### src/rtl/mux16_arbiter.sv
// Round-robin 16:1 arbiter with a registered output word and a one-hot grant.
// Defining MUX16_ARBITER_LOCK_EN adds a lock input that keeps the grant on a busy requester.
module mux16_arbiter #(
    parameter int bits = 1
) (
    input  logic              clock,
    input  logic              reset,
    input  logic [15:0]       req,
    input  logic [16*bits-1:0] in_data,
    input  logic              out_ready,
`ifdef MUX16_ARBITER_LOCK_EN
    input  logic              lock,
`endif
    output logic [15:0]       grant,
    output logic [3:0]        select,
    output logic [15:0]       ack,
    output logic              out_valid,
    output logic [bits-1:0]   out_data
);

    typedef enum logic {
        IDLE = 1'b0,
        BUSY = 1'b1
    } state_t;

    state_t            state;
    state_t            state_n;
    logic [3:0]        ptr;
    logic [3:0]        ptr_n;
    logic [3:0]        select_n;
    logic [15:0]       grant_n;
    logic              out_valid_n;
    logic [bits-1:0]   out_data_n;

    logic              xfer;
    logic              lock_hit;
    logic [3:0]        arb_ptr;
    logic [15:0]       arb_req;
    logic [3:0]        idx;
    logic [3:0]        win;
    logic              found;

    assign xfer = (state == BUSY) && out_ready;

`ifdef MUX16_ARBITER_LOCK_EN
    assign lock_hit = lock && req[select];
`else
    assign lock_hit = 1'b0;
`endif

    // On a transfer the pointer moves past the acked requester and it sits out this round.
    assign arb_ptr = xfer ? (select + 4'd1) : ptr;
    assign arb_req = xfer ? (req & ~grant) : req;

    always_comb begin
        win   = '0;
        found = 1'b0;
        idx   = '0;
        for (int k = 0; k < 16; k++) begin
            idx = arb_ptr + 4'(k);
            if (!found && arb_req[idx]) begin
                win   = idx;
                found = 1'b1;
            end
        end
    end

    always_ff @(posedge clock) begin
        if (reset) begin
            state     <= IDLE;
            ptr       <= '0;
            select    <= '0;
            grant     <= '0;
            out_valid <= 1'b0;
            out_data  <= '0;
        end else begin
            state     <= state_n;
            ptr       <= ptr_n;
            select    <= select_n;
            grant     <= grant_n;
            out_valid <= out_valid_n;
            out_data  <= out_data_n;
        end
    end

    always_comb begin
        state_n     = state;
        ptr_n       = ptr;
        select_n    = select;
        grant_n     = grant;
        out_valid_n = out_valid;
        out_data_n  = out_data;
        unique case (state)
            IDLE: begin
                if (found) begin
                    state_n     = BUSY;
                    select_n    = win;
                    grant_n     = 16'(1) << win;
                    out_valid_n = 1'b1;
                    out_data_n  = in_data[int'(win)*bits +: bits];
                end
            end
            BUSY: begin
                if (xfer) begin
                    if (lock_hit) begin
                        out_data_n = in_data[int'(select)*bits +: bits];
                    end else begin
                        ptr_n = select + 4'd1;
                        if (found) begin
                            select_n   = win;
                            grant_n    = 16'(1) << win;
                            out_data_n = in_data[int'(win)*bits +: bits];
                        end else begin
                            state_n     = IDLE;
                            grant_n     = '0;
                            out_valid_n = 1'b0;
                        end
                    end
                end
            end
            default: begin
                state_n = IDLE;
            end
        endcase
    end

    // Ack is suppressed while reset is asserted so a discarded word is never consumed.
    always_comb begin
        ack = '0;
        if (out_valid && out_ready && !reset) begin
            ack = grant;
        end
    end

endmodule

### config.mk
export PLATFORM = sky130hd
export DESIGN_NAME = mux16_arbiter
export DESIGN_NICKNAME = d
export VERILOG_FILES = /design/src/rtl/mux16_arbiter.sv
export SDC_FILE = /design/constraint.sdc
export NUM_CORES = 1
export LEC_CHECK = 0
export CAP_MARGIN = 20
export CORE_UTILIZATION = 39
export CTS_CLUSTER_DIAMETER = 60
export DETAILED_ROUTE_END_ITERATION = 7
export GPL_TIMING_DRIVEN = 0
export PLACE_DENSITY = 0.67
export SKIP_LAST_GASP = 1
export SYNTH_ARGS = -nofsm -noshare
export SYNTH_HDL_FRONTEND = slang
export SYNTH_SLANG_ARGS = --single-unit
### constraint.sdc
create_clock -name clock -period 17.63 [get_ports clock]
set_input_delay 5.289 -clock clock [delete_from_list [all_inputs] [get_ports clock]]
set_output_delay 5.289 -clock clock [all_outputs]
set_load 0.01 [all_outputs]
==> metrics.csv, run 1 <==
metric;value;unit
drive_above_1_share;11.5;%
synth.cell_area;4340;um^2
grt.total_usage;31.7;%
synthArstFlopShare;0;%
synth_top_area_cell;dfxtp_1;
grt_pass1_vias;5081;
vias;5409;
area_delta_synth_final;21.8;%
synth_nets;640;
fp.dieH;107;um
viasPerCell;6.60;
portBuffers;72;
grt_antenna_before_repair;0;
fp-row-count;38;
nets;717;
cts_tree;done;
critical_path.max_stage_delay;0.54;ns
vdd_ir_drop_max;0.0672;mV
wl;18.0;mm
worst_pin_slew;1.03;ns
hp-class;reg2reg;
internal_power;0.326;mW
synth.most_common_cell;nor2_1;
met2WireLength;7.97;mm
crit_fanout;10;
cp.arrival;7.64;ns
wl_met1;7.88;mm
pin_count;73;
synthTopCellsByCount;61 x nor2_1, 43 x nand2_1, 41 x a21oi_1;
cts_setup_buffers;0;
drc_errors;0;
cts.clk_slew.worst_paths;0.10;ns
ys.flop_type;dfxtp_1;
hpwl;14.4;mm
cts_hold_buf;0;
min_period_over_period;73.3;%
clockRootBuffer;clkbuf_8;
finalSetupViolCount;0;
crit_type;in2out;
post_drt_wl_per_cell;22.0;um
wl_met3;1.38;mm
critPathMostFrequentCell;clkdlybuf4s50_1;
gp_congestion;0.991;
cts_max_level;1;
clock_path_buffers;2;
top_layer;met4;
clock-sinks;27;
gr-total-overflow;0;
syn_avg_cell_area;7.19;um^2
maxSlewViolCount;0;
synth_edf_count;0;
status;finished clean;
crit_slowest_cell;clkdlybuf4s50_1;
hold_violations;0;
switching_share;56.8;%
critPathLaunchType;input port;
powerDensity;143;nW/um^2
seq_area_frac_synth;12.5;%
clk_latency;0.29;ns
synth_seq_cells;27;
die_width;107;um
worst_clock_skew;0.00973;ns
crit_path_cell_trace;clkdlybuf4s50_1, buf_6, buf_2, nand2_1, nor2_1, clkbuf_1, and2_1, clkdlybuf4s50_1;
syn_inst;603;
cts_resized;0;
fin_hold_ws;0.532;ns
cp.required;12.34;ns
max_slew_margin;30.8;%
initial_utilization;40.0;%
dr.pass1.iters;6;
rsz0062_at_grt;no;
cap_viol_max_count;0;
pwr-share-comb;82.7;%
postRouteAntennaNets;0;
p_leak;1.93;nW
synth_warnings;0;
synth_area_leaders;dfxtp_1 12%, mux2i_1 5.8%, nor2_1 5.3%;
post-route-min-period;12.93;ns
antenna_cells;0;
max_freq;0.0774;GHz
core_area;10800;um^2
cp-end-kind;primary output;
die-area;11500;um^2
seq_power_share;12.2;%
switchingPower;0.429;mW
timing.setup.tns;0;ns
grt_pass1_wl;28.2;mm
synth_top_area_share;12.5;%
clkPwrFrac;5.1;%
synth.distinct_cells;95;
grt_max_degree;17;
drtIter0Drc;505;
cts_made_buffers;3;
## routing by layer
| metal | vias to the layer above | track usage, % |
|---|---|---|
| met2 | 338 | 51.0 |
| met5 | - | 0 |
| met4 | 0 | 14.4 |
| met3 | 63 | 2.97 |
| li1 | 2475 | - |
| met1 | 2533 | 42.7 |
## flip-flops by register name, summed over array words and instances, names as in the netlist
name       flops
grant         16
ptr            4
select         4
out_data       1
out_valid      1
state          1
## final cells by class
type | instances | area, um^2
fill | 1114 | 5560
clock inverter | 1 | 7.51
tap | 140 | 175
inverter | 12 | 45.0
timing repair buffer | 72 | 721
multi-input combinational | 526 | 3550
clock buffer | 3 | 41.3
buffer | 38 | 201
sequential | 27 | 541
## worst max-delay path: cells and delay by family
| kind | cells | cell delay [ns] |
|---|---|---|
| and+or+nand+nor | 3 | 0.59 |
| buffers and inverters | 5 | 1.75 |
## power by group through the flow
stage / sequential [mW] / combinational, mW / clock, mW
after global routing: 0.0943 / 0.669 / 0.0415
after floorplan: 0.0929 / 0.424 / 0
after global placement: 0.0930 / 0.602 / 0
after detailed placement: 0.0930 / 0.604 / 0
after CTS: 0.0919 / 0.607 / 0.0386
final: 0.0924 / 0.624 / 0.0386
## kinds of logic (layout without fill, tap and decap cells)
logic type,Yosys count,in the layout,share of synthesized area [%]
mux,36,36,9.92
flops,27,27,12.5
buf+inv,50,126,5.68
compound gates,225,225,38.2
fa+ha+maj,2,2,0.577
simple gates,252,252,30.6
xor+xnor,11,11,2.57
## cells in the final DEF, fill, tap and decap left out, types with 9 or more instances in the layout
master           instances
o211ai_1                10
nand2b_1                 9
a211oi_1                19
nor3_1                  18
nand3_1                 27
nor2_1                  61
o21ai_0                 31
xnor2_1                  9
dfxtp_1                 27
a22oi_1                 20
mux2i_1                 25
a21oi_1                 41
a31oi_1                 12
nor2b_1                 10
buf_2                   17
nand4_1                 11
inv_1                   11
nand2_1                 43
clkbuf_1                10
and2_1                  26
clkdlybuf4s50_1         72
## per-stage QoR
step	power (mW)	cell area (um^2)	setup WS [ns]	util (%)	instances
6_report	0.755	5280	4.70	48.7	819
5_1_grt	0.805	5280	4.58	48.7	819
4_1_cts	0.737	5280	4.69	48.7	819
3_5_place_dp	0.697	5230	4.69	48.3	815
3_3_place_gp	0.695	5230	4.73	48.3	815
2_1_floorplan	0.517	4340	6.11	-	603
## worst paths after layout
kind | start | cells past startpoint | slack [ns] | endpoint
worst max-delay path | out_ready | 8 | 4.70 | ack[7]
worst min-delay path | out_valid | 2 | 0.53 | out_valid
worst max register to register | select[1] | 21 | 11.22 | grant[12]
worst min register to register | out_valid | 2 | 0.53 | out_valid
Note: power is estimated with default switching activity, not from simulation.
==> run 2: changes to the inputs <==
- clock period: 17.63 -> 13.5 ns (I/O delays scaled with it)
==> metrics.csv, run 2 (synthesis gave the netlist of run 1 again) <==
metric;value;unit
initial_utilization;40.0;%
wl;18.0;mm
gp_congestion;0.991;
reg.largest.list;grant: 16 flops, ptr: 4 flops, select: 4 flops;
cts_made_buffers;3;
rsz0062_at_grt;no;
clkPwrFrac;5.1;%
cp.required;9.45;ns
final_common_cell;clkdlybuf4s50_1;
cap_viol_max_count;0;
clk_latency;0.29;ns
post-route-min-period;10.46;ns
hpwl;14.4;mm
cp.arrival;6.41;ns
pwr-share-comb;82.7;%
regMostFlops;grant;
layoutNonFillerInstCount;819;
gr-total-overflow;0;
hold_violations;0;
worst_clock_skew;0.00998;ns
grt.total_usage;31.7;%
postRouteAntennaNets;0;
hp-class;reg2reg;
fillers;1114;
dr.pass1.iters;7;
dpl.cell_count;815;
grt_pass1_vias;5077;
cp-end-kind;primary output;
min_period_over_period;77.5;%
status;finished clean;
finalSetupViolCount;0;
drc_errors;0;
antenna_cells;0;
clock_path_buffers;2;
cts_tree;done;
drive_above_1_share;11.5;%
setup_slack;3.04;ns
timing.setup.tns;0;ns
max_freq;0.0956;GHz
area_delta_synth_final;21.8;%
power.total;0.985;mW
critPathLaunchType;input port;
viasPerCell;6.56;
internal_power;0.426;mW
clockRootBuffer;clkbuf_8;
holdCritStartpoint;out_valid;
cp-startpoint;out_ready;
nets;717;
die-area;11500;um^2
post_drt_wl_per_cell;22.0;um
seq_power_share;12.3;%
grt_antenna_before_repair;0;
fin_hold_ws;0.531;ns
switching_share;56.8;%
largest_reg_flops;16;
powerDensity;186;nW/um^2
drtIter0Drc;561;
p_leak;1.93;nW
grt_max_degree;17;
crit_type;in2out;
maxSlewViolCount;0;
cts_max_level;1;
vdd_ir_drop_max;0.0877;mV
clock-sinks;27;
cts.clk_slew.worst_paths;0.10;ns
cts_resized;0;
dpl_worst_slack;3.04;ns
worst_pin_slew;1.01;ns
vias;5369;
layout.cells.most_common_list;72 x clkdlybuf4s50_1, 61 x nor2_1, 43 x nand2_1;
die_width;107;um
portBuffers;72;
pin_count;73;
max_slew_margin;32.1;%
cts_hold_buf;0;
core_area;10800;um^2
fp.dieH;107;um
fp-row-count;38;
grt_pass1_wl;28.2;mm
cts_setup_buffers;0;
crit_fanout;10;
reg2reg_from;select[1];
switchingPower;0.559;mW
-- run 2: cell counts in the layout (fill, tap and decap cells not counted) --
No cell type changed its count.
-- run 2: metal layers --
| metal | vias to the layer above | share of wire, % | GRT usage [%] |
|---|---|---|---|
| li1 | 2480 | - | - |
| met3 | 51 | 8.5 | 2.97 |
| met5 | - | 0 | 0 |
| met1 | 2488 | 43 | 42.7 |
| met4 | 0 | 4.1 | 14.2 |
| met2 | 350 | 45 | 51.1 |
-- run 2: critical path: stages --
cell and delay (ns):
clkdlybuf4s50_1 0.50, buf_6 0.15, buf_2 0.27, nand2_1 0.13
nor2_1 0.28, clkbuf_1 0.30, and2_1 0.18, clkdlybuf4s50_1 0.54
-- run 2: worst paths after layout --
check,endpoint,slack (ns),depth (start not counted)
worst max-delay path,ack[7],3.04,8
worst max register to register,grant[14],7.13,21
worst min-delay path,out_valid,0.53,2
worst min register to register,out_valid,0.53,2
-- run 2: through the flow --
step / instance area [um^2] / util [%]
after global routing: 5280 / 48.7
after CTS: 5280 / 48.7
after global placement: 5230 / 48.3
final: 5280 / 48.7
after detailed placement: 5230 / 48.3
after floorplan: 4340 / -
-- run 2: layout make-up --
cell class	instances	area, um^2	share of cell area (%)
tap	140	175	3.32
clock inverter	1	7.51	0.142
clock buffer	3	41.3	0.782
inverter	12	45.0	0.853
multi-input combinational	526	3550	67.2
buffer	38	201	3.81
timing repair buffer	72	721	13.6
sequential	27	541	10.2
-- run 2: power by group through the flow --
stage / Sequential [mW] / Clock (mW) / Combinational, mW
after floorplan: 0.121 / 0 / 0.554
after global placement: 0.121 / 0 / 0.787
after detailed placement: 0.121 / 0 / 0.788
after CTS: 0.120 / 0.0503 / 0.793
after global routing: 0.123 / 0.0542 / 0.874
final: 0.121 / 0.0497 / 0.814
==> run 3: changes to the inputs <==
- PLACE_DENSITY: 0.67 -> 0.69
- clock period: 13.5 -> 8.9 ns (I/O delays scaled with it)
==> metrics.csv, run 3 (synthesis gave the netlist of run 1 again) <==
metric;value;unit
critical_path.max_stage_delay;0.51;ns
wl;18.9;mm
fp.dieH;107;um
maxSlewViolCount;0;
path_buf_inv;8;
clock-sinks;27;
core_area;10800;um^2
timing.setup.tns;0;ns
post-route-min-period;8.45;ns
antenna_cells;0;
viasPerCell;6.64;
die_width;107;um
worst_pin_slew;0.967;ns
powerDensity;287;nW/um^2
pin_count;73;
initial_utilization;40.0;%
crit_family;buffers and inverters;
fillers;1074;
layout.cells.most_common_list;72 x clkdlybuf4s50_1, 61 x nor2_1, 43 x nand2_1;
cp.arrival;8.61;ns
min_period_over_period;94.9;%
cts_max_level;1;
clockRootBuffer;clkbuf_8;
cp-end-kind;register;
die-area;11500;um^2
clock_path_buffers;2;
cap_viol_max_count;0;
grt_pass1_vias;5124;
grt_pass1_wl;28.9;mm
hp-class;reg2reg;
finalSetupViolCount;0;
crit_path_cell_trace;clkdlybuf4s50_1, buf_6, and3_1, nor2_2, inv_1, buf_2, buf_1, clkbuf_2, ha_1, clkbuf_1, xnor2_2, a221oi_2, mux2i_1, a311o_1, nor4_4, o21ai_1, a22oi_2, buf_4, mux2i_1, mux2i_1, o211ai_1, a31oi_1;
gp_congestion;0.978;
crit_type;in2reg;
p_leak;1.94;nW
critPathMostFrequentCell;mux2i_1;
nets;717;
drc_errors;0;
cts_tree;done;
area_delta_synth_final;22.0;%
switchingPower;0.871;mW
cts.clk_slew.worst_paths;0.10;ns
largest_reg_flops;16;
fp-row-count;38;
rsz0062_at_grt;no;
drtIter0Drc;598;
dpl.cell_count;815;
layoutNonFillerInstCount;819;
cts_setup_buffers;0;
clk_latency;0.30;ns
status;finished clean;
worst_clock_skew;0.0166;ns
grt_max_degree;18;
max_freq;0.118;GHz
final_common_cell;clkdlybuf4s50_1;
grt.total_usage;33.0;%
cp.required;9.06;ns
grt_antenna_before_repair;0;
crit_fanout;10;
switching_share;57.3;%
postRouteAntennaNets;0;
max_slew_margin;35.1;%
crit_slowest_cell;a311o_1;
clkPwrFrac;5.4;%
cts_made_buffers;3;
critPathLaunchType;input port;
internal_power;0.647;mW
hold_violations;0;
gr-total-overflow;0;
vdd_ir_drop_max;0.128;mV
seq_power_share;12.2;%
drive_above_1_share;11.8;%
fin_hold_ws;0.538;ns
reg.largest.list;grant: 16 flops, ptr: 4 flops, select: 4 flops;
regMostFlops;grant;
post_drt_wl_per_cell;23.1;um
pwr-share-comb;82.5;%
dr.pass1.iters;5;
vias;5436;
portBuffers;72;
hpwl;15.3;mm
power.total;1.52;mW
run 3: per-stage QoR:
step	utilization [%]	cell area (um^2)	setup slack, ns
after detailed placement	48.3	5230	0.0295
after floorplan	-	4340	1.88
final	48.8	5290	0.451
after global routing	48.8	5290	0.0833
after CTS	48.7	5280	0.342
after global placement	48.3	5230	0.0957
run 3: area by class of cell:
type | instances | area, um^2 | area share (%)
buffer | 38 | 203 | 3.83
multi-input combinational | 526 | 3550 | 67.2
timing repair buffer | 72 | 721 | 13.6
inverter | 12 | 45.0 | 0.852
clock buffer | 3 | 41.3 | 0.781
sequential | 27 | 541 | 10.2
tap | 140 | 175 | 3.31
clock inverter | 1 | 8.76 | 0.166
run 3: tightest hold or removal path: cells and delay by family, from the launching register on:
kind | cells | cell delay (ns)
buf+inv | 1 | 0.06
flops | 1 | 0.36
compound gates | 1 | 0.06
run 3: final timing paths:
kind | startpoint | to | slack (ns) | cells after the start
max | out_ready | out_data | 0.45 | 22
min | out_valid | out_valid | 0.54 | 2
max reg2reg | select[1] | out_data | 2.72 | 21
min reg2reg | out_valid | out_valid | 0.54 | 2
run 3: routing by layer:
layer	GRT usage, %	vias to the layer above	part of all wire, %
li1	-	2471	-
met3	4.36	51	7.1
met1	42.4	2587	42
met2	54.6	327	46
met5	0	-	0
met4	15.2	0	4.2
run 3: power groups by stage:
| stage | clock network, mW | logic (mW) | registers (mW) |
|---|---|---|---|
| 6_report | 0.0813 | 1.25 | 0.185 |
| 5_1_grt | 0.0855 | 1.34 | 0.189 |
| 2_1_floorplan | 0 | 0.841 | 0.184 |
| 4_1_cts | 0.0807 | 1.22 | 0.185 |
| 3_3_place_gp | 0 | 1.21 | 0.187 |
| 3_5_place_dp | 0 | 1.21 | 0.187 |
run 3: what timing repair did:
item,in CTS,in global routing
endpoints found under the setup margin,0,16
hold buffers,0,0
resized for setup,0,3
==> patch: new RTL, flow settings as in run 3 <==
Reset style: asynchronous (`reset`), changed in one clocked block.
--- a/src/rtl/mux16_arbiter.sv
+++ b/src/rtl/mux16_arbiter.sv
@@ -65,7 +65,7 @@
         end
     end
 
-    always_ff @(posedge clock) begin
+    always_ff @(posedge clock or posedge reset) begin
         if (reset) begin
             state     <= IDLE;
             ptr       <= '0;
Formal check against the unedited RTL: differs if reset is asserted again (counterexample within 4 cycles, from zero or initial values and one cycle with reset high); with reset held inactive, the same outputs for 4 cycles.
==> patch against run 3 <==
  * Setup slack improved by 150 ps
  * Via count is 7.5% lower
  * Wire length shrank 16%
  * Design area up 0.33%
  * Sequential cell count unchanged
  * Sequential share of layout area up 2.5 points
  * Hold slack improved by 21 ps
  * Area after synthesis up 0.26%
  * Cell count decreased by 4.8%
  * Critical path type unchanged
Power is left out: the tool's default activity adds up to more than one toggle a clock period on the data nets, which glitch-free logic cannot reach.
==> patch: results <==
metrics = {
    "outcome": {
        "status": "finished, final reports clean",
    },
    "placed_design": {
        "place_congestion": 0.966,
        "port_buffers": 71,
        "post-dp-hpwl_mm": 12.6,
    },
    "grt": {
        "use_met2_pct": 43.9,
        "grt_pass1_wl_mm": 24.9,
        "use_met3_pct": 3.93,
        "met1_usage_pct": 37.2,
        "grt_max_degree": 28,
        "grt.total_usage_pct": 27.4,
        "grt_pass1_vias": 4616,
    },
    "logic_synthesis": {
        "synth_mux_area_share_pct": 14.4,
        "yosys-top-cells-count": "nand2_1, nor2_1, nand3_1",
        "async_flop_share_pct": 100,
        "synth_nets": 601,
        "synth.distinct_cells": 82,
        "yosysSeqAreaShare_pct": 15.5,
        "synth_area_leaders": "dfrtp_1, mux2i_1, mux4_2",
        "synthXorXnorAreaFrac_pct": 2.91,
        "synth_fa_ha_area_share_pct": 0.576,
        "synth-compound-area-share_pct": 32.0,
    },
    "worst_setup_path": {
        "slowest_stage": "mux4_2",
        "endpoint": "out_data",
        "r2r_start": "select[0]",
        "r2r-end": "grant[0]",
        "slowest_delay_ps": 670,
        "reg2reg_depth": 21,
        "worstPathArrival_ps": 8440,
    },
    "cells_and_area": {
        "fillerInstances": 1066,
        "drive_gt1_share_pct": 13.8,
        "n_all_inverters": 11,
        "nClkBuffers": 4,
        "buffers": 111,
        "nFlopsAndLatches": 27,
        "layout.comb_gates.multi_input": 487,
        "multi_input_area_share_pct": 64.5,
        "final-seq-area_sq_um": 676,
        "nonClkBufAreaFrac_pct": 17.9,
        "seq-cell-share_pct": 12.7,
        "clk_share_pct": 0.849,
        "nets": 678,
    },
    "routing": {
        "met3_length_mm": 1.28,
        "wl_met1_mm": 6.76,
        "met2_wirelength_mm": 7.24,
        "via_per_inst": 6.44,
        "routedWlPerCell_microns": 20.3,
        "drt_iter0_drc": 596,
    },
    "clocking": {
        "clk_pin_slew_ps": 80,
        "clockBufferDepth": 2,
        "clk_latency_ps": 260,
    },
    "min_path": {
        "hold_end": "grant[3]",
        "whs_path_depth": 1,
        "hp-start": "grant[3]",
    },
    "sta": {
        "fin_worst_skew_ps": 2.20,
        "max_slew_margin_pct": 52.8,
    },
}
-- patch: cell count changes after synthesis, sizes merged, moves of 12 or more --
cell	change
dfxtp	-27
nand2	+12
a31oi	-12
a22oi	-21
nor2	-12
dfrtp	+27
a22o	+16
a21oi	-26
-- patch: worst register-to-register path, delay by kind of cell, from the launching register on --
kind / cells / cell delay (ps)
buffers and inverters: 6 / 1460
and+or+nand+nor: 6 / 1210
AOI/OAI and AO/OA: 4 / 1120
muxes: 2 / 1020
adders and majority gates: 2 / 660
DFF: 1 / 450
xor gates and xnor gates: 1 / 420
-- patch: cell families after synthesis --
family | after synthesis
and+or+nand+nor | 245
DFF | 27
adders and majority gates | 2
muxes | 46
AOI/OAI and AO/OA | 183
buffers and inverters | 50
xor gates and xnor gates | 11
-- patch: stage by stage --
stage | hold WS [ps] | std cells | setup WS (ps)
finish | 559 | 780 | 605
global route | 579 | 780 | 345
CTS | 554 | 779 | 727
detailed placement | 529 | 775 | 465
global placement | 522 | 775 | 571
floorplan | 541 | 564 | 1580
